==> src/rtl/muldiv_pkg.sv <==
// muldiv_pkg: shared types and helpers for the iterative multiply/divide unit.
//   muldiv_op_e    - funct3 encodings of the eight M-extension operations
//   muldiv_state_e - control FSM states
//   is_signed_a/b  - operand signedness per operation
package muldiv_pkg;

    typedef enum logic [2:0] {
        OP_MUL    = 3'd0,
        OP_MULH   = 3'd1,
        OP_MULHSU = 3'd2,
        OP_MULHU  = 3'd3,
        OP_DIV    = 3'd4,
        OP_DIVU   = 3'd5,
        OP_REM    = 3'd6,
        OP_REMU   = 3'd7
    } muldiv_op_e;

    typedef enum logic [1:0] {
        ST_IDLE = 2'd0,
        ST_CALC = 2'd1,
        ST_DONE = 2'd2
    } muldiv_state_e;

    function automatic logic is_signed_a(input muldiv_op_e op);
        return (op == OP_MUL) || (op == OP_MULH) || (op == OP_MULHSU) ||
               (op == OP_DIV) || (op == OP_REM);
    endfunction

    function automatic logic is_signed_b(input muldiv_op_e op);
        return (op == OP_MUL) || (op == OP_MULH) ||
               (op == OP_DIV) || (op == OP_REM);
    endfunction

endpackage

==> src/rtl/muldiv_unit.sv <==
// muldiv_unit: iterative RV32M-style multiply/divide unit sharing one
// shift-add / restoring-subtract datapath across all eight operations.
//
// Ports:
//   clk       in   rising-edge clock
//   reset     in   asynchronous active-high reset
//   in_valid  in   op/a/b valid
//   in_ready  out  unit can accept an operation (registered)
//   op        in   funct3 operation code
//   a, b      in   rs1 / rs2 operands
//   out_valid out  result valid (registered)
//   out_ready in   consumer accepts result
//   result    out  operation result (registered)
//   zero      out  result == 0, only when MULDIV_ZERO_FLAG_EN is defined
//
// Optional feature macro: MULDIV_ZERO_FLAG_EN adds the registered zero flag.
//
// state | meaning
// IDLE  | waiting for an operation, in_ready=1
// CALC  | WIDTH shift/add or shift/subtract iterations
// DONE  | first cycle: sign fix + result select; then hold until out_ready
module muldiv_unit
    import muldiv_pkg::*;
#(
    parameter int WIDTH = 32
) (
    input  logic             clk,
    input  logic             reset,
    input  logic             in_valid,
    output logic             in_ready,
    input  logic [2:0]       op,
    input  logic [WIDTH-1:0] a,
    input  logic [WIDTH-1:0] b,
    output logic             out_valid,
    input  logic             out_ready,
    output logic [WIDTH-1:0] result
`ifdef MULDIV_ZERO_FLAG_EN
    ,
    output logic             zero
`endif
);

    localparam int CNT_W = $clog2(WIDTH);
    localparam logic [CNT_W-1:0] CNT_LAST = CNT_W'(WIDTH - 1);
    localparam logic [WIDTH-1:0] MIN_NEG  = {1'b1, {(WIDTH-1){1'b0}}};

    muldiv_state_e    state_q, state_d;
    muldiv_op_e       op_q, op_d, op_in;
    logic [CNT_W-1:0] cnt_q, cnt_d;
    // hi: multiply high accumulator / division remainder
    // lo: multiplier being shifted out / dividend shifting into quotient
    logic [WIDTH-1:0] hi_q, hi_d, lo_q, lo_d;
    logic [WIDTH-1:0] opb_q, opb_d;
    logic             neg_q, neg_d;
    logic             in_ready_q, in_ready_d;
    logic             out_valid_q, out_valid_d;
    logic [WIDTH-1:0] result_q, result_d;

    logic             sa, sb;
    logic [WIDTH:0]   sum;
    logic [WIDTH:0]   shifted;
    logic             fits;
    logic [2*WIDTH-1:0] full;
    logic [WIDTH-1:0] quo, rem;

    assign op_in = muldiv_op_e'(op);

    always_ff @(posedge clk or posedge reset) begin
        if (reset) begin
            state_q     <= ST_IDLE;
            op_q        <= OP_MUL;
            cnt_q       <= '0;
            hi_q        <= '0;
            lo_q        <= '0;
            opb_q       <= '0;
            neg_q       <= 1'b0;
            in_ready_q  <= 1'b1;
            out_valid_q <= 1'b0;
            result_q    <= '0;
        end else begin
            state_q     <= state_d;
            op_q        <= op_d;
            cnt_q       <= cnt_d;
            hi_q        <= hi_d;
            lo_q        <= lo_d;
            opb_q       <= opb_d;
            neg_q       <= neg_d;
            in_ready_q  <= in_ready_d;
            out_valid_q <= out_valid_d;
            result_q    <= result_d;
        end
    end

    always_comb begin
        state_d     = state_q;
        op_d        = op_q;
        cnt_d       = cnt_q;
        hi_d        = hi_q;
        lo_d        = lo_q;
        opb_d       = opb_q;
        neg_d       = neg_q;
        in_ready_d  = in_ready_q;
        out_valid_d = out_valid_q;
        result_d    = result_q;
        sa          = is_signed_a(op_in) & a[WIDTH-1];
        sb          = is_signed_b(op_in) & b[WIDTH-1];
        sum         = '0;
        shifted     = '0;
        fits        = 1'b0;
        full        = '0;
        quo         = '0;
        rem         = '0;

        case (state_q)
            ST_IDLE: begin
                if (in_valid && in_ready_q) begin
                    op_d       = op_in;
                    lo_d       = sa ? -a : a;
                    opb_d      = sb ? -b : b;
                    hi_d       = '0;
                    cnt_d      = '0;
                    in_ready_d = 1'b0;
                    // remainder takes the dividend's sign, everything else sa^sb
                    neg_d      = (op_in == OP_REM || op_in == OP_REMU) ? sa : (sa ^ sb);
                    if (op_in[2] && b == '0) begin
                        lo_d    = '1;
                        hi_d    = a;
                        neg_d   = 1'b0;
                        state_d = ST_DONE;
                    end else if ((op_in == OP_DIV || op_in == OP_REM) &&
                                 a == MIN_NEG && b == '1) begin
                        lo_d    = a;
                        hi_d    = '0;
                        neg_d   = 1'b0;
                        state_d = ST_DONE;
                    end else begin
                        state_d = ST_CALC;
                    end
                end
            end

            ST_CALC: begin
                if (!op_q[2]) begin
                    sum        = {1'b0, hi_q} + (lo_q[0] ? {1'b0, opb_q} : '0);
                    {hi_d, lo_d} = {sum, lo_q[WIDTH-1:1]};
                end else begin
                    shifted = {hi_q, lo_q[WIDTH-1]};
                    fits    = shifted >= {1'b0, opb_q};
                    hi_d    = fits ? WIDTH'(shifted - {1'b0, opb_q}) : shifted[WIDTH-1:0];
                    lo_d    = {lo_q[WIDTH-2:0], fits};
                end
                cnt_d = cnt_q + CNT_W'(1);
                if (cnt_q == CNT_LAST) begin
                    cnt_d   = '0;
                    state_d = ST_DONE;
                end
            end

            ST_DONE: begin
                if (!out_valid_q) begin
                    full = neg_q ? -{hi_q, lo_q} : {hi_q, lo_q};
                    quo  = neg_q ? -lo_q : lo_q;
                    rem  = neg_q ? -hi_q : hi_q;
                    case (op_q)
                        OP_MUL:                      result_d = full[WIDTH-1:0];
                        OP_MULH, OP_MULHSU, OP_MULHU: result_d = full[2*WIDTH-1:WIDTH];
                        OP_DIV, OP_DIVU:             result_d = quo;
                        default:                     result_d = rem;
                    endcase
                    out_valid_d = 1'b1;
                end else if (out_ready) begin
                    out_valid_d = 1'b0;
                    in_ready_d  = 1'b1;
                    state_d     = ST_IDLE;
                end
            end

            default: begin
                state_d    = ST_IDLE;
                in_ready_d = 1'b1;
            end
        endcase
    end

    assign in_ready  = in_ready_q;
    assign out_valid = out_valid_q;
    assign result    = result_q;

`ifdef MULDIV_ZERO_FLAG_EN
    logic zero_q;

    always_ff @(posedge clk or posedge reset) begin
        if (reset) begin
            zero_q <= 1'b1;
        end else if (state_q == ST_DONE && !out_valid_q) begin
            zero_q <= (result_d == '0);
        end
    end

    assign zero = zero_q;
`endif

endmodule

==> config.mk <==
export PLATFORM = sky130hd
export DESIGN_NAME = muldiv_unit
export DESIGN_NICKNAME = d
export VERILOG_FILES = /design/src/rtl/muldiv_pkg.sv /design/src/rtl/muldiv_unit.sv
export SDC_FILE = /design/constraint.sdc
export NUM_CORES = 1
export LEC_CHECK = 0
export ABC_AREA = 1
export CAP_MARGIN = 10
export CELL_PAD_IN_SITES_DETAIL_PLACEMENT = 0
export CELL_PAD_IN_SITES_GLOBAL_PLACEMENT = 1
export CORE_MARGIN = 2
export CORE_UTILIZATION = 43
export CTS_CLUSTER_SIZE = 40
export DETAILED_ROUTE_END_ITERATION = 8
export PLACE_DENSITY_LB_ADDON = 0.05
export SETUP_SLACK_MARGIN = 0.1
export SLEW_MARGIN = 15
export SYNTH_ARGS = -nofsm -noshare
export SYNTH_HDL_FRONTEND = slang
export SYNTH_SLANG_ARGS = --single-unit
==> constraint.sdc <==
create_clock -name clk -period 7.3 [get_ports clk]
set_input_delay 1.825 -clock clk [delete_from_list [all_inputs] [get_ports clk]]
set_output_delay 1.825 -clock clk [all_outputs]
set_load 0.05 [all_outputs]
==> run_results.csv <==
group,metric,value,unit
clock_network,cts_sinks,141,
place,place_ws,2.827,ns
logic_synthesis,synthFlopType,"dfrtp_1",
clock_network,htree_levels,4,
setup_path,crit_chain,"clkdlybuf4s50_1, inv_1, ha_1, inv_1, nor3_4, inv_2, nor2_4, nand2_1, inv_1, nand4_1, o211ai_1, a21oi_1, a21oi_1",
clock_network,clock_latency,0.48,ns
setup_path,cp.required,7.70,ns
sta,period_share,55.17,%
finish,fin_nets,3310,
logic_synthesis,synth_top_area_share,20.72,%
floorplan,boundaryPins,105,
detailed_routing,vias,21102,
sta,worst_slack,3.272,ns
sta,maxSlewHeadroom,24.67,%
clock_network,cts_max_path_buffers,2,
setup_path,criticalPathCategory,"in2reg",
clock_network,hold_buffers,0,
clock_network,cts_resized,0,
setup_path,cp_num_buf_inv,5,
setup_path,cp_common_cell,"inv_1",
sta,finalClockSkew,0.01611,ns
sta,fmax,248.3,MHz
status,status,"complete, no violations",
sta,worst_slew_pin_slew,1.129,ns
grt,grt-ovfl-total,0,
grt,grt_pass1_wl,118.7,mm
place,hpwl,63.02,mm
logic_synthesis,synth_edf_count,0,
floorplan,die_y,207.0,microns
clock_network,cts_made_buffers,17,
setup_path,end_kind,"flip-flop",
sta,finalSetupViolations,0,
grt,grt_max_degree,96,
setup_path,cp_max_fo,12,
logic_synthesis,async_flop_share,100.0,%
place,gp_congestion,1.037,
grt,grt_usage,37.27,%
logic_synthesis,ys_seq_area_share,19.93,%
setup_path,cp_top_family,"simple AND/OR/NAND/NOR gates",
logic_synthesis,synth_commonest_cells,"978 x nand2_1, 412 x inv_1, 360 x nor2_1",
sta,final_max_slew_viol_count,0,
place,dp_cells,3679,
power,p_leak,10.11,nW
logic_synthesis,synth_area,17710,sq um
sta,rsz0062_at_grt,"false",
detailed_routing,finalWirelength,79.13,mm
clock_network,cts_setup_buffers,0,
flow_run,maxCapViolations,0,
detailed_routing,dr.pass1.iters,8,
logic_synthesis,yosys_warnings,0,
finish,fin_cells,3711,
setup_path,crit_arrival,4.43,ns
logic_synthesis,synth_most_common_cell,"nand2_1",
sta,period_minus_slack,4.028,ns
power,ir_drop,0.2424,mV
logic_synthesis,synth_area_leaders,"nand2_1 21%, dfrtp_1 20%, inv_1 8.7%",
logic_synthesis,synth_top_area_cell,"nand2_1",
grt,antenna_found_initial,1,
detailed_routing,wl_per_cell,21.32,microns
power,power_density,515.5,nW/um^2
detailed_routing,antenna_left,0,
detailed_routing,via_per_inst,5.686,
setup_path,crit_slowest_cell,"nand4_1",
finish,syn2layout_area_growth,12.04,%
grt,grt_pass1_vias,19176,
floorplan,dieArea,42830,sq um
logic_synthesis,yosys.cell_types.count,62,
floorplan,core,40740,sq um
logic_synthesis,avgSynthCellArea,5.703,sq um
floorplan,fp-row-count,74,
logic_synthesis,synth_nets,3250,
clock_network,cts_tree,"yes",
worst_hold_path,min_path_type,"reg2reg",
place,io_buffer_count,104,
detailed_routing,drc,0,
logic_synthesis,synthCells,3106,
setup_path,startpoint_type,"input pin",
finish,drive_gt1_share,5.285,%
floorplan,fp.dieW,207.0,microns
finish,antenna_cells,0,
clock_network,root_buffer,"clkbuf_16",
sta,hold_viol,0,
detailed_routing,drtIter0Drc,2627,
floorplan,start_util,43.48,%
setup_path,critPathMaxStageDelay,0.59,ns
sta,tns,0,ns
logic_synthesis,synth-seq-cells,141,
clock_network,clk_pin_slew,0.06,ns
## worst paths after layout
path                            startpoint    endpoint  slack, ns  depth (start not counted)
min in group asynchronous            reset  result[23]       1.93                          2
worst max register to register    hi_q[18]     hi_q[1]       3.75                         16
worst min-delay path            result[28]  result[28]       0.47                          2
worst max-delay path                  b[0]    lo_q[22]       3.27                         13
max in group asynchronous            reset     op_q[2]       4.10                          3
worst min register to register  result[28]  result[28]       0.47                          2
## sequential cells by signal, indices dropped and copies added, names as in the netlist
signal / flops
opb_q: 32
cnt_q: 5
hi_q: 32
state_q: 2
neg_q: 1
result: 32
out_valid: 1
op_q: 3
in_ready: 1
lo_q: 32
## power by group
group | total, W | internal [W] | switching, W
Combinational | 0.00749 | 0.00219 | 0.00530
Sequential | 0.00180 | 0.00115 | 0.000646
Clock | 0.000944 | 0.000547 | 0.000397
Total | 0.0102 | 0.00389 | 0.00634
## cell usage in the layout (no fill, tap or decap), types with 11 or more instances in the layout
| cell | count |
|---|---|
| a21oi_1 | 173 |
| a22oi_1 | 17 |
| a31oi_1 | 12 |
| buf_4 | 37 |
| clkbuf_16 | 17 |
| clkdlybuf4s50_1 | 104 |
| dfrtp_1 | 138 |
| ha_1 | 71 |
| inv_1 | 411 |
| inv_2 | 15 |
| nand2_1 | 978 |
| nand3_1 | 300 |
| nand3b_1 | 16 |
| nand4_1 | 70 |
| nor2_1 | 358 |
| nor2_2 | 19 |
| nor3_1 | 23 |
| o211ai_1 | 12 |
| o21ai_0 | 184 |
| o21ai_1 | 11 |
| or2_2 | 13 |
| xor2_1 | 74 |
## final cells by class
| type | instances | area, sq um |
|---|---|---|
| Fill cell | 4543 | 20890 |
| Clock inverter | 13 | 163.9 |
| Clock buffer | 19 | 442.9 |
| Timing Repair Buffer | 141 | 1319 |
| Multi-Input combinational cell | 2435 | 12100 |
| Tap cell | 532 | 665.6 |
| Sequential cell | 141 | 3532 |
| Inverter | 430 | 1622 |
## cells by family (layout without fill, tap and decap cells)
kind of cell / count (synthesis) / in the layout / synth area share, %
DFF: 141 / 141 / 19.93
buffers and inverters: 530 / 603 / 11.87
xor gates and xnor gates: 81 / 81 / 4.005
adders and majority gates: 73 / 73 / 5.241
and+or+nand+nor: 1824 / 1824 / 44.36
AOI/OAI and AO/OA: 457 / 457 / 14.60
## layer usage
layer / global-route usage (%) / vias to the layer above / wire (microns)
met3: 6.782 / 145 / 8180
li1: - / 10107 / -
met5: 0 / - / 18
met1: 54.98 / 9737 / 36170
met2: 53.74 / 1111 / 32150
met4: 13.32 / 2 / 2612
## through the flow
stage / area (sq um) / util (%) / hold slack [ns] / power (W)
final: 19850 / 48.72 / 0.4732 / 0.01023
after global routing: 19850 / 48.72 / 0.4958 / 0.01098
after CTS: 19850 / 48.72 / 0.4809 / 0.01000
after detailed placement: 19240 / 47.23 / 0.4652 / 0.009035
after global placement: 19240 / 47.23 / 0.4620 / 0.008978
after floorplan: 17710 / - / 0.4700 / 0.006485
## tightest hold or removal path: stages (launching register included)
cell and delay (ns):
dfrtp_1 0.34, nand2_1 0.05, nand2_1 0.05
Note: power is estimated with default switching activity, not from simulation.
